### src/rtl/bus_port_arbiter_pkg.sv
// Shared types and constants for the IF/MEM bus port arbiter.
package bus_port_arbiter_pkg;

  // Arbiter FSM states, 2-bit encoding.
  typedef enum logic [1:0] {
    ST_IDLE    = 2'd0,
    ST_BUS_IF  = 2'd1,
    ST_BUS_MEM = 2'd2,
    ST_DRAIN   = 2'd3
  } arb_state_e;

  // Wide constants; users slice them down to their own data/select widths.
  localparam logic [1023:0] ZERO_WORD   = '0;
  localparam logic [127:0]  BUS_SEL_ALL = '1;

  // Pipeline-control polarities.
  localparam logic FLUSH        = 1'b1;
  localparam logic STALL_ENABLE = 1'b1;

  // Width of a watchdog counter that must be able to hold the value timeout.
  function automatic int wd_cnt_width(input int timeout);
    return (timeout < 2) ? 1 : $clog2(timeout + 1);
  endfunction

endpackage

### src/rtl/bus_port_arbiter_bus_watchdog.sv
// Saturating cycle counter used to abort bus transactions that never see an ack.
module bus_watchdog
  import bus_port_arbiter_pkg::*;
#(
  parameter int TIMEOUT = 255
) (
  input  logic clk,
  input  logic rst,
  input  logic clr,
  input  logic en,
  output logic tc
);

  localparam int CNT_W = wd_cnt_width(TIMEOUT);

  logic [CNT_W-1:0] cnt_reg;

  // Count enabled cycles; clear wins over enable; stop at all-ones so it never wraps.
  always_ff @(posedge clk or negedge rst) begin
    if (!rst) begin
      cnt_reg <= '0;
    end else if (clr) begin
      cnt_reg <= '0;
    end else if (en && (cnt_reg != '1)) begin
      cnt_reg <= cnt_reg + 1'b1;
    end
  end

  // Terminal count: the current cycle is the TIMEOUT-th one spent waiting.
  generate
    if (TIMEOUT == 0) begin : g_disabled
      assign tc = 1'b0;
    end else begin : g_enabled
      assign tc = (cnt_reg >= CNT_W'(TIMEOUT - 1));
    end
  endgenerate

endmodule

### src/rtl/bus_port_arbiter.sv
// Shares one external memory bus between the fetch (IF) and load/store (MEM) ports.
// MEM wins over IF, one transaction at a time; flushed transactions drain silently.
module bus_port_arbiter
  import bus_port_arbiter_pkg::*;
#(
  parameter int ADDR_W  = 32,
  parameter int DATA_W  = 32,
  parameter int TIMEOUT = 255
) (
  input  logic                clk,
  input  logic                rst,
  input  logic                flush,
  input  logic                if_req,
  input  logic [ADDR_W-1:0]   if_addr,
  output logic [DATA_W-1:0]   if_rdata,
  output logic                if_ready,
  input  logic                mem_req,
  input  logic                mem_we,
  input  logic [DATA_W/8-1:0] mem_sel,
  input  logic [ADDR_W-1:0]   mem_addr,
  input  logic [DATA_W-1:0]   mem_wdata,
  output logic [DATA_W-1:0]   mem_rdata,
  output logic                mem_ready,
  output logic                stallreq_from_if,
  output logic                stallreq_from_mem,
  output logic                bus_cyc,
  output logic                bus_we,
  output logic [DATA_W/8-1:0] bus_sel,
  output logic [ADDR_W-1:0]   bus_addr,
  output logic [DATA_W-1:0]   bus_wdata,
  input  logic [DATA_W-1:0]   bus_rdata,
  input  logic                bus_ack,
  output logic                timeout
);

  localparam int SEL_W = DATA_W / 8;

  arb_state_e state_reg, state_next;

  logic              bus_cyc_next;
  logic              bus_we_next;
  logic [SEL_W-1:0]  bus_sel_next;
  logic [ADDR_W-1:0] bus_addr_next;
  logic [DATA_W-1:0] bus_wdata_next;
  logic [DATA_W-1:0] if_rdata_next;
  logic [DATA_W-1:0] mem_rdata_next;
  logic              if_ready_next;
  logic              mem_ready_next;
  logic              timeout_next;

  logic wd_clr;
  logic wd_en;
  logic wd_tc;

  // A port is still waiting unless its ready is pulsing right now; this keeps the
  // request that is being completed from being granted a second time in IDLE.
  logic if_pending;
  logic mem_pending;

  assign if_pending  = if_req && !if_ready;
  assign mem_pending = mem_req && !mem_ready;

  // Stall requests are combinational and vanish at once while reset is held.
  assign stallreq_from_if  = (rst && if_pending)  ? STALL_ENABLE : !STALL_ENABLE;
  assign stallreq_from_mem = (rst && mem_pending) ? STALL_ENABLE : !STALL_ENABLE;

  bus_watchdog #(
    .TIMEOUT(TIMEOUT)
  ) u_watchdog (
    .clk(clk),
    .rst(rst),
    .clr(wd_clr),
    .en (wd_en),
    .tc (wd_tc)
  );

  // State and registered outputs; reset abandons any transaction immediately.
  always_ff @(posedge clk or negedge rst) begin
    if (!rst) begin
      state_reg <= ST_IDLE;
      bus_cyc   <= 1'b0;
      bus_we    <= 1'b0;
      bus_sel   <= '0;
      bus_addr  <= '0;
      bus_wdata <= ZERO_WORD[DATA_W-1:0];
      if_rdata  <= ZERO_WORD[DATA_W-1:0];
      mem_rdata <= ZERO_WORD[DATA_W-1:0];
      if_ready  <= 1'b0;
      mem_ready <= 1'b0;
      timeout   <= 1'b0;
    end else begin
      state_reg <= state_next;
      bus_cyc   <= bus_cyc_next;
      bus_we    <= bus_we_next;
      bus_sel   <= bus_sel_next;
      bus_addr  <= bus_addr_next;
      bus_wdata <= bus_wdata_next;
      if_rdata  <= if_rdata_next;
      mem_rdata <= mem_rdata_next;
      if_ready  <= if_ready_next;
      mem_ready <= mem_ready_next;
      timeout   <= timeout_next;
    end
  end

  // Next-state and output decisions: bus fields hold, pulses default low.
  always_comb begin
    state_next     = state_reg;
    bus_cyc_next   = bus_cyc;
    bus_we_next    = bus_we;
    bus_sel_next   = bus_sel;
    bus_addr_next  = bus_addr;
    bus_wdata_next = bus_wdata;
    if_rdata_next  = if_rdata;
    mem_rdata_next = mem_rdata;
    if_ready_next  = 1'b0;
    mem_ready_next = 1'b0;
    timeout_next   = 1'b0;
    wd_clr         = 1'b0;
    wd_en          = 1'b0;

    case (state_reg)
      ST_IDLE: begin
        if (flush != FLUSH) begin
          if (mem_pending) begin
            bus_cyc_next   = 1'b1;
            bus_we_next    = mem_we;
            bus_sel_next   = mem_sel;
            bus_addr_next  = mem_addr;
            bus_wdata_next = mem_wdata;
            wd_clr         = 1'b1;
            state_next     = ST_BUS_MEM;
          end else if (if_pending) begin
            bus_cyc_next   = 1'b1;
            bus_we_next    = 1'b0;
            bus_sel_next   = BUS_SEL_ALL[SEL_W-1:0];
            bus_addr_next  = if_addr;
            bus_wdata_next = ZERO_WORD[DATA_W-1:0];
            wd_clr         = 1'b1;
            state_next     = ST_BUS_IF;
          end
        end
      end

      ST_BUS_IF, ST_BUS_MEM: begin
        wd_en = 1'b1;
        if (bus_ack) begin
          // Completion; a simultaneous flush discards the data and the ready.
          bus_cyc_next = 1'b0;
          state_next   = ST_IDLE;
          if (flush != FLUSH) begin
            if (state_reg == ST_BUS_IF) begin
              if_rdata_next = bus_rdata;
              if_ready_next = 1'b1;
            end else begin
              if (!bus_we) begin
                mem_rdata_next = bus_rdata;
              end
              mem_ready_next = 1'b1;
            end
          end
        end else if (flush == FLUSH) begin
          // The bus cannot be aborted, so wait out the ack in DRAIN.
          state_next = ST_DRAIN;
        end else if (wd_tc) begin
          bus_cyc_next = 1'b0;
          timeout_next = 1'b1;
          state_next   = ST_IDLE;
          if (state_reg == ST_BUS_IF) begin
            if_rdata_next = ZERO_WORD[DATA_W-1:0];
            if_ready_next = 1'b1;
          end else begin
            mem_rdata_next = ZERO_WORD[DATA_W-1:0];
            mem_ready_next = 1'b1;
          end
        end
      end

      ST_DRAIN: begin
        wd_en = 1'b1;
        if (bus_ack || wd_tc) begin
          bus_cyc_next = 1'b0;
          timeout_next = !bus_ack;
          state_next   = ST_IDLE;
        end
      end

      default: begin
        state_next = ST_IDLE;
      end
    endcase
  end

endmodule

### config.mk
export PLATFORM = sky130hd
export DESIGN_NAME = bus_port_arbiter
export DESIGN_NICKNAME = d
export VERILOG_FILES = /design/src/rtl/bus_port_arbiter_pkg.sv /design/src/rtl/bus_port_arbiter_bus_watchdog.sv /design/src/rtl/bus_port_arbiter.sv
export SDC_FILE = /design/constraint.sdc
export NUM_CORES = 1
export LEC_CHECK = 0
export CAP_MARGIN = 10
export CORE_UTILIZATION = 42
export DETAILED_ROUTE_END_ITERATION = 6
export PLACE_DENSITY = 0.78
export SLEW_MARGIN = 25
export SYNTH_ARGS = -nofsm -noshare
export SYNTH_HDL_FRONTEND = slang
export SYNTH_SLANG_ARGS = --single-unit
### constraint.sdc
create_clock -name clk -period 2.7 [get_ports clk]
set_input_delay 0.54 -clock clk [delete_from_list [all_inputs] [get_ports clk]]
set_output_delay 0.54 -clock clk [all_outputs]
set_load 0.1 [all_outputs]
==> flow_metrics.tcl, run 1 <==
set metrics [dict create \
    status "finished, final reports clean" \
    cp.required_ps 3030 \
    cts_tree "done" \
    synth_fp_nets 744 \
    cts.repair.resized 0 \
    postRouteAntennaNets 0 \
    grt_overflow 0 \
    fillerInstances 1093 \
    avgSynthCellArea_um2 10.5 \
    synth_seq_cells 147 \
    crit_chain "inv_1 > ha_1 > o2111ai_2 > o31a_1 > or4_2 > buf_12 > mux2i_1" \
    grt_antenna_before_repair 0 \
    synth_ff_type "dfrtp_1" \
    grt_pass1_wl_um 28100 \
    final_layout_size_suffix_gt1_share_pct 21.8 \
    place_ws_ps 219 \
    worst-setup-path-type "flip-flop to flip-flop" \
    async_flop_share_pct 100 \
    io_pins 278 \
    gp_congestion 0.797 \
    cp_slowest_cell "or4_2" \
    portBuffers 277 \
    cts_root_buf "clkbuf_16" \
    vias 5402 \
    drv_cap 0 \
    setup_tns_ps 0 \
    dieHeight_um 125 \
    finalMaxSlewViolations 0 \
    max_stage_delay_ps 610 \
    area_growth_pct 51.8 \
    max_freq_mhz 444 \
    fin_crit_sh_pct 83.4 \
    core-area_um2 14600 \
    finalHoldViolations 0 \
    drt_iter0_markers 269 \
    hold_path_class "input pin to asynchronous set/reset pin" \
    yosysTopAreaCell "dfrtp_1" \
    post_cts_buffers 0 \
    clock-sinks 147 \
    endpoint_kind "flip-flop" \
    synth.top_cell.area_share_pct 58.2 \
    cts_hold_buf 0 \
    grt_max_degree 148 \
    cts-htree-levels 4 \
    dieArea_um2 15500 \
    instances_no_fill 1059 \
    layout_setup_ws_ps 447 \
    cts.path.max_buffers 2 \
    via_per_inst 5.10 \
    syn_area_um2 6320 \
    cp_top_family "simple AND/OR/NAND/NOR gates" \
    synth_edf_count 0 \
    period_needed_ps 2250 \
    rsz0062_at_grt "no" \
    groute.usage.overall_pct 23.1 \
    fin_hold_ws_ps 235 \
    die_w_um 125 \
    yosys_warnings 0 \
    drc_errors 0 \
    critical_path_peak_fanout 31 \
    path_buf_inv 2 \
    relSlewSlack_pct 46.3 \
    crit_arrival_ps 2580 \
    firstDrtPassIters 6 \
    fin_skew_ps 10.4 \
    initial_core_util_pct 43.3 \
    dpl.hpwl_um 12800 \
    placedCellCount 1030 \
    n_antenna_cell 0 \
    netlist_top_cells_area "dfrtp_1, mux2i_1, nand2_1" \
    nets 1010 \
    rows 44 \
    critPathLaunchType "flip-flop" \
    synth_cell_types 39 \
    routed_wl_um 17600 \
    cts_buffers 17 \
    avgRoutedWirePerCell_um 16.6 \
    ys_seq_area_share_pct 58.2 \
    grt_pass1_vias 5543 \
    worst_slew_pin_slew_ps 806 \
    path_clk_slew_ps 60 \
    synthCells 599 \
    clk_latency_ps 420 \
    setup-violations-final 0 \
]
[cells in the final DEF, fill, tap and decap left out, types with 6 or more instances in the layout]
cell type	count
mux2i_1	66
inv_1	40
o21ai_0	66
buf_4	143
nor2_1	16
a22o_1	32
clkdlybuf4s50_1	137
clkbuf_16	17
buf_12	7
ha_1	6
nand2_1	136
dfrtp_1	147
[worst register-to-register path: cells and delay by family, from the launching register on]
family          cells  cell delay [ps]
flops               1              430
simple gates        1              610
buf+inv             2              310
fa+ha+maj           1              160
compound gates      2              450
mux                 1              220
[Yosys cell counts (2+ instances only)]
master	number
and2_1	2
o21ai_0	66
buf_2	5
a21oi_1	3
a32oi_1	2
nand3_1	2
ha_1	6
mux2i_1	66
o21ai_1	5
clkbuf_1	32
nand2_1	136
a211oi_1	2
xnor2_1	4
xor2_1	3
nor2b_1	3
inv_1	40
a22o_1	32
nor4_1	2
nor2_1	18
dfrtp_1	147
nand2b_1	3
buf_12	3
[worst paths after layout]
path,from,endpoint,slack (ps),depth (start not counted)
worst min register to register,bus_addr[25],bus_addr[25],480,2
worst min-delay path,rst,if_rdata[4],230,2
max in group asynchronous,rst,bus_wdata[22],1860,2
min in group clk,bus_addr[25],bus_addr[25],480,2
worst max-delay path,u_watchdog.cnt_reg[0],mem_rdata[29],450,7
worst max register to register,u_watchdog.cnt_reg[0],mem_rdata[29],450,7
[kinds of logic (layout without fill, tap and decap cells)]
logic type | count (synthesis) | count (layout) | share of synthesized area, %
adders and majority gates | 6 | 6 | 1.19
muxes | 67 | 67 | 10.6
xor gates and xnor gates | 7 | 7 | 0.971
buffers and inverters | 81 | 357 | 5.80
and+or+nand+nor | 174 | 174 | 11.3
DFF | 147 | 147 | 58.2
AOI/OAI and AO/OA | 117 | 117 | 11.9
[final cells by class]
cell class / instances / area (um^2) / area share, %
inverters: 40 / 150 / 1.57
clock buffers: 19 / 453 / 4.72
flip-flops and latches: 147 / 3680 / 38.4
repair buffers: 288 / 2600 / 27.1
multi-input cells: 371 / 2300 / 24.0
well taps: 184 / 230 / 2.40
clock inverters: 10 / 183 / 1.91
[routing by layer]
| metal | part of all wire (%) | up-vias | wire length [um] | GRT usage, % |
|---|---|---|---|---|
| li1 | - | 2526 | - | - |
| met1 | 40 | 2602 | 7100 | 27.2 |
| met2 | 49 | 245 | 8620 | 38.2 |
| met3 | 8.7 | 29 | 1540 | 8.20 |
| met4 | 2.0 | 0 | 359 | 9.71 |
| met5 | 0 | - | 0 | 0 |
[per-stage QoR]
step	area (um^2)	util [%]
floorplan	6320	-
global placement	8950	61.4
detailed placement	8950	61.4
CTS	9590	65.7
global route	9590	65.7
finish	9590	65.7
Power of run 1 is not shown: default switching activity piles up to over one toggle a cycle in this logic, so the estimate is an artifact.
==> run 2, diff against run 1 <==
Clock period 2.7 ns to 2.12 ns, I/O delays scaled along.
==> run 2 against run 1 <==
Hold slack got worse by 180 ps. Clock skew decreased by 2.7 ps. Sequential cell count unchanged. Global-route usage increased by 0.84 points. Register-to-register slack got worse by 300 ps. First-iteration DRC count decreased by 0.37%.
==> flow_metrics.tcl, run 2 (synthesis gave the netlist of run 1 again) <==
set metrics [dict create \
    status "finished, final reports clean" \
    fin_crit_sh_pct 96.7 \
    dieHeight_um 125 \
    vias 5419 \
    max_freq_mhz 488 \
    crit_path_end "stallreq_from_mem" \
    r2r_end "mem_rdata[21]" \
    setup-violations-final 0 \
    initial_core_util_pct 43.3 \
    endpoint_kind "output pin" \
    grt_pass1_wl_um 29100 \
    worst-setup-path-type "flip-flop to output pin" \
    firstDrtPassIters 4 \
    fin_skew_ps 7.64 \
    crit_arrival_ps 1630 \
    worstRegToRegCells 7 \
    rrSetupSlack_ps 150 \
    multi_input_comb_area_um2 2310 \
    core-area_um2 14600 \
    rsz0062_at_grt "no" \
    groute.usage.overall_pct 23.9 \
    final_cell_mix "buf_4, dfrtp_1, clkdlybuf4s50_1" \
    clock-sinks 147 \
    drv_cap 0 \
    relSlewSlack_pct 53.1 \
    postRouteAntennaNets 0 \
    dpl.hpwl_um 13200 \
    path_clk_slew_ps 60 \
    setup_tns_ps 0 \
    drt_iter0_markers 268 \
    cts_root_buf "clkbuf_16" \
    cp.required_ps 1700 \
    worst_slew_pin_slew_ps 703 \
    period_needed_ps 2050 \
    drc_errors 0 \
    via_per_inst 5.05 \
    dieArea_um2 15500 \
    gp_congestion 0.848 \
    seqCellArea_um2 3680 \
    portBuffers 277 \
    cts_buffers 17 \
    grt_pass1_vias 5710 \
    finalHoldViolations 0 \
    hold_path_class "input pin to asynchronous set/reset pin" \
    cts.path.max_buffers 2 \
    fillerInstances 1127 \
    critPathLaunchType "flip-flop" \
    final_common_cell "buf_4" \
    nets 1022 \
    critical_path_peak_fanout 4 \
    avgRoutedWirePerCell_um 16.7 \
    rows 44 \
    finalMaxSlewViolations 0 \
    grt_overflow 0 \
    routed_wl_um 18000 \
    grt_max_degree 95 \
    die_w_um 125 \
    n_antenna_cell 0 \
    cts-htree-levels 4 \
    area_growth_pct 53.1 \
    final_layout_size_suffix_gt1_share_pct 23.0 \
    grt_antenna_before_repair 0 \
    cts_tree "done" \
    cts_hold_buf 0 \
    final_util_pct 66.3 \
    crit_start "mem_ready" \
    io_pins 278 \
    clk_latency_ps 420 \
    r2r-start "u_watchdog.cnt_reg[0]" \
    post_cts_buffers 0 \
]
==> run 2: cell types whose count changed in the layout (fill, tap and decap cells not counted), sizes merged <==
cell      delta
buf         +12
bufinv       -3
clkinv       +2
clkinvlp     +2
inv          +2
==> run 2: worst min-delay path by stage <==
stage | startpoint | to | slack [ps] | cells past startpoint
after floorplan | rst | bus_addr[0] | 130 | 0
after global placement | bus_wdata[22] | bus_wdata[22] | 460 | 2
after detailed placement | bus_wdata[9] | bus_wdata[9] | 470 | 2
after CTS | rst | if_rdata[9] | 90 | 2
after global routing | rst | if_rdata[9] | 90 | 2
final | rst | if_rdata[7] | 60 | 2
==> run 2: critical path: stages (launching register included) <==
cell and delay [ps]:
dfrtp_4 500, nand2b_1 250, buf_4 190, nor2_4 90
buf_12 180
==> run 2: through the flow <==
| stage | instances | setup WS [ps] | cell area [um^2] | hold WS [ps] |
|---|---|---|---|---|
| global route | 1074 | 15.2 | 9670 | 94.0 |
| CTS | 1074 | 43.5 | 9680 | 87.1 |
| global placement | 1041 | -155 | 9070 | 464 |
| detailed placement | 1041 | -191 | 9070 | 473 |
| floorplan | 599 | 42.3 | 6340 | 128 |
| finish | 1074 | 70.8 | 9670 | 55.9 |
==> run 2: routing by layer <==
layer | up-vias | GRT usage [%] | part of all wire (%)
met5 | - | 0 | 0
met4 | 0 | 10.3 | 2.6
met3 | 32 | 7.60 | 8.2
met2 | 252 | 40.6 | 50
met1 | 2576 | 27.7 | 39
li1 | 2559 | - | -
==> run 2: what timing repair did <==
action                                  CTS  global route
endpoints found under the setup margin    1             3
gates resized for setup                   1             1
gates cloned                              1             0
==> run 2: area by class of cell <==
| type | count | area share, % |
|---|---|---|
| Clock buffer | 19 | 4.48 |
| Clock inverter | 13 | 1.40 |
| Inverter | 40 | 1.55 |
| Multi-Input combinational cell | 371 | 23.9 |
| Sequential cell | 147 | 38.1 |
| Tap cell | 184 | 2.38 |
| Timing Repair Buffer | 300 | 28.2 |
Power of run 2 is left out for the same reason.
==> run 3, diff against run 2 <==
Settings changed: SLEW_MARGIN 25 to unset.
==> results of run 3 <==
No change in the layout: final DEF, timing and power equal those of run 2.
Power of run 3 is left out for the same reason.
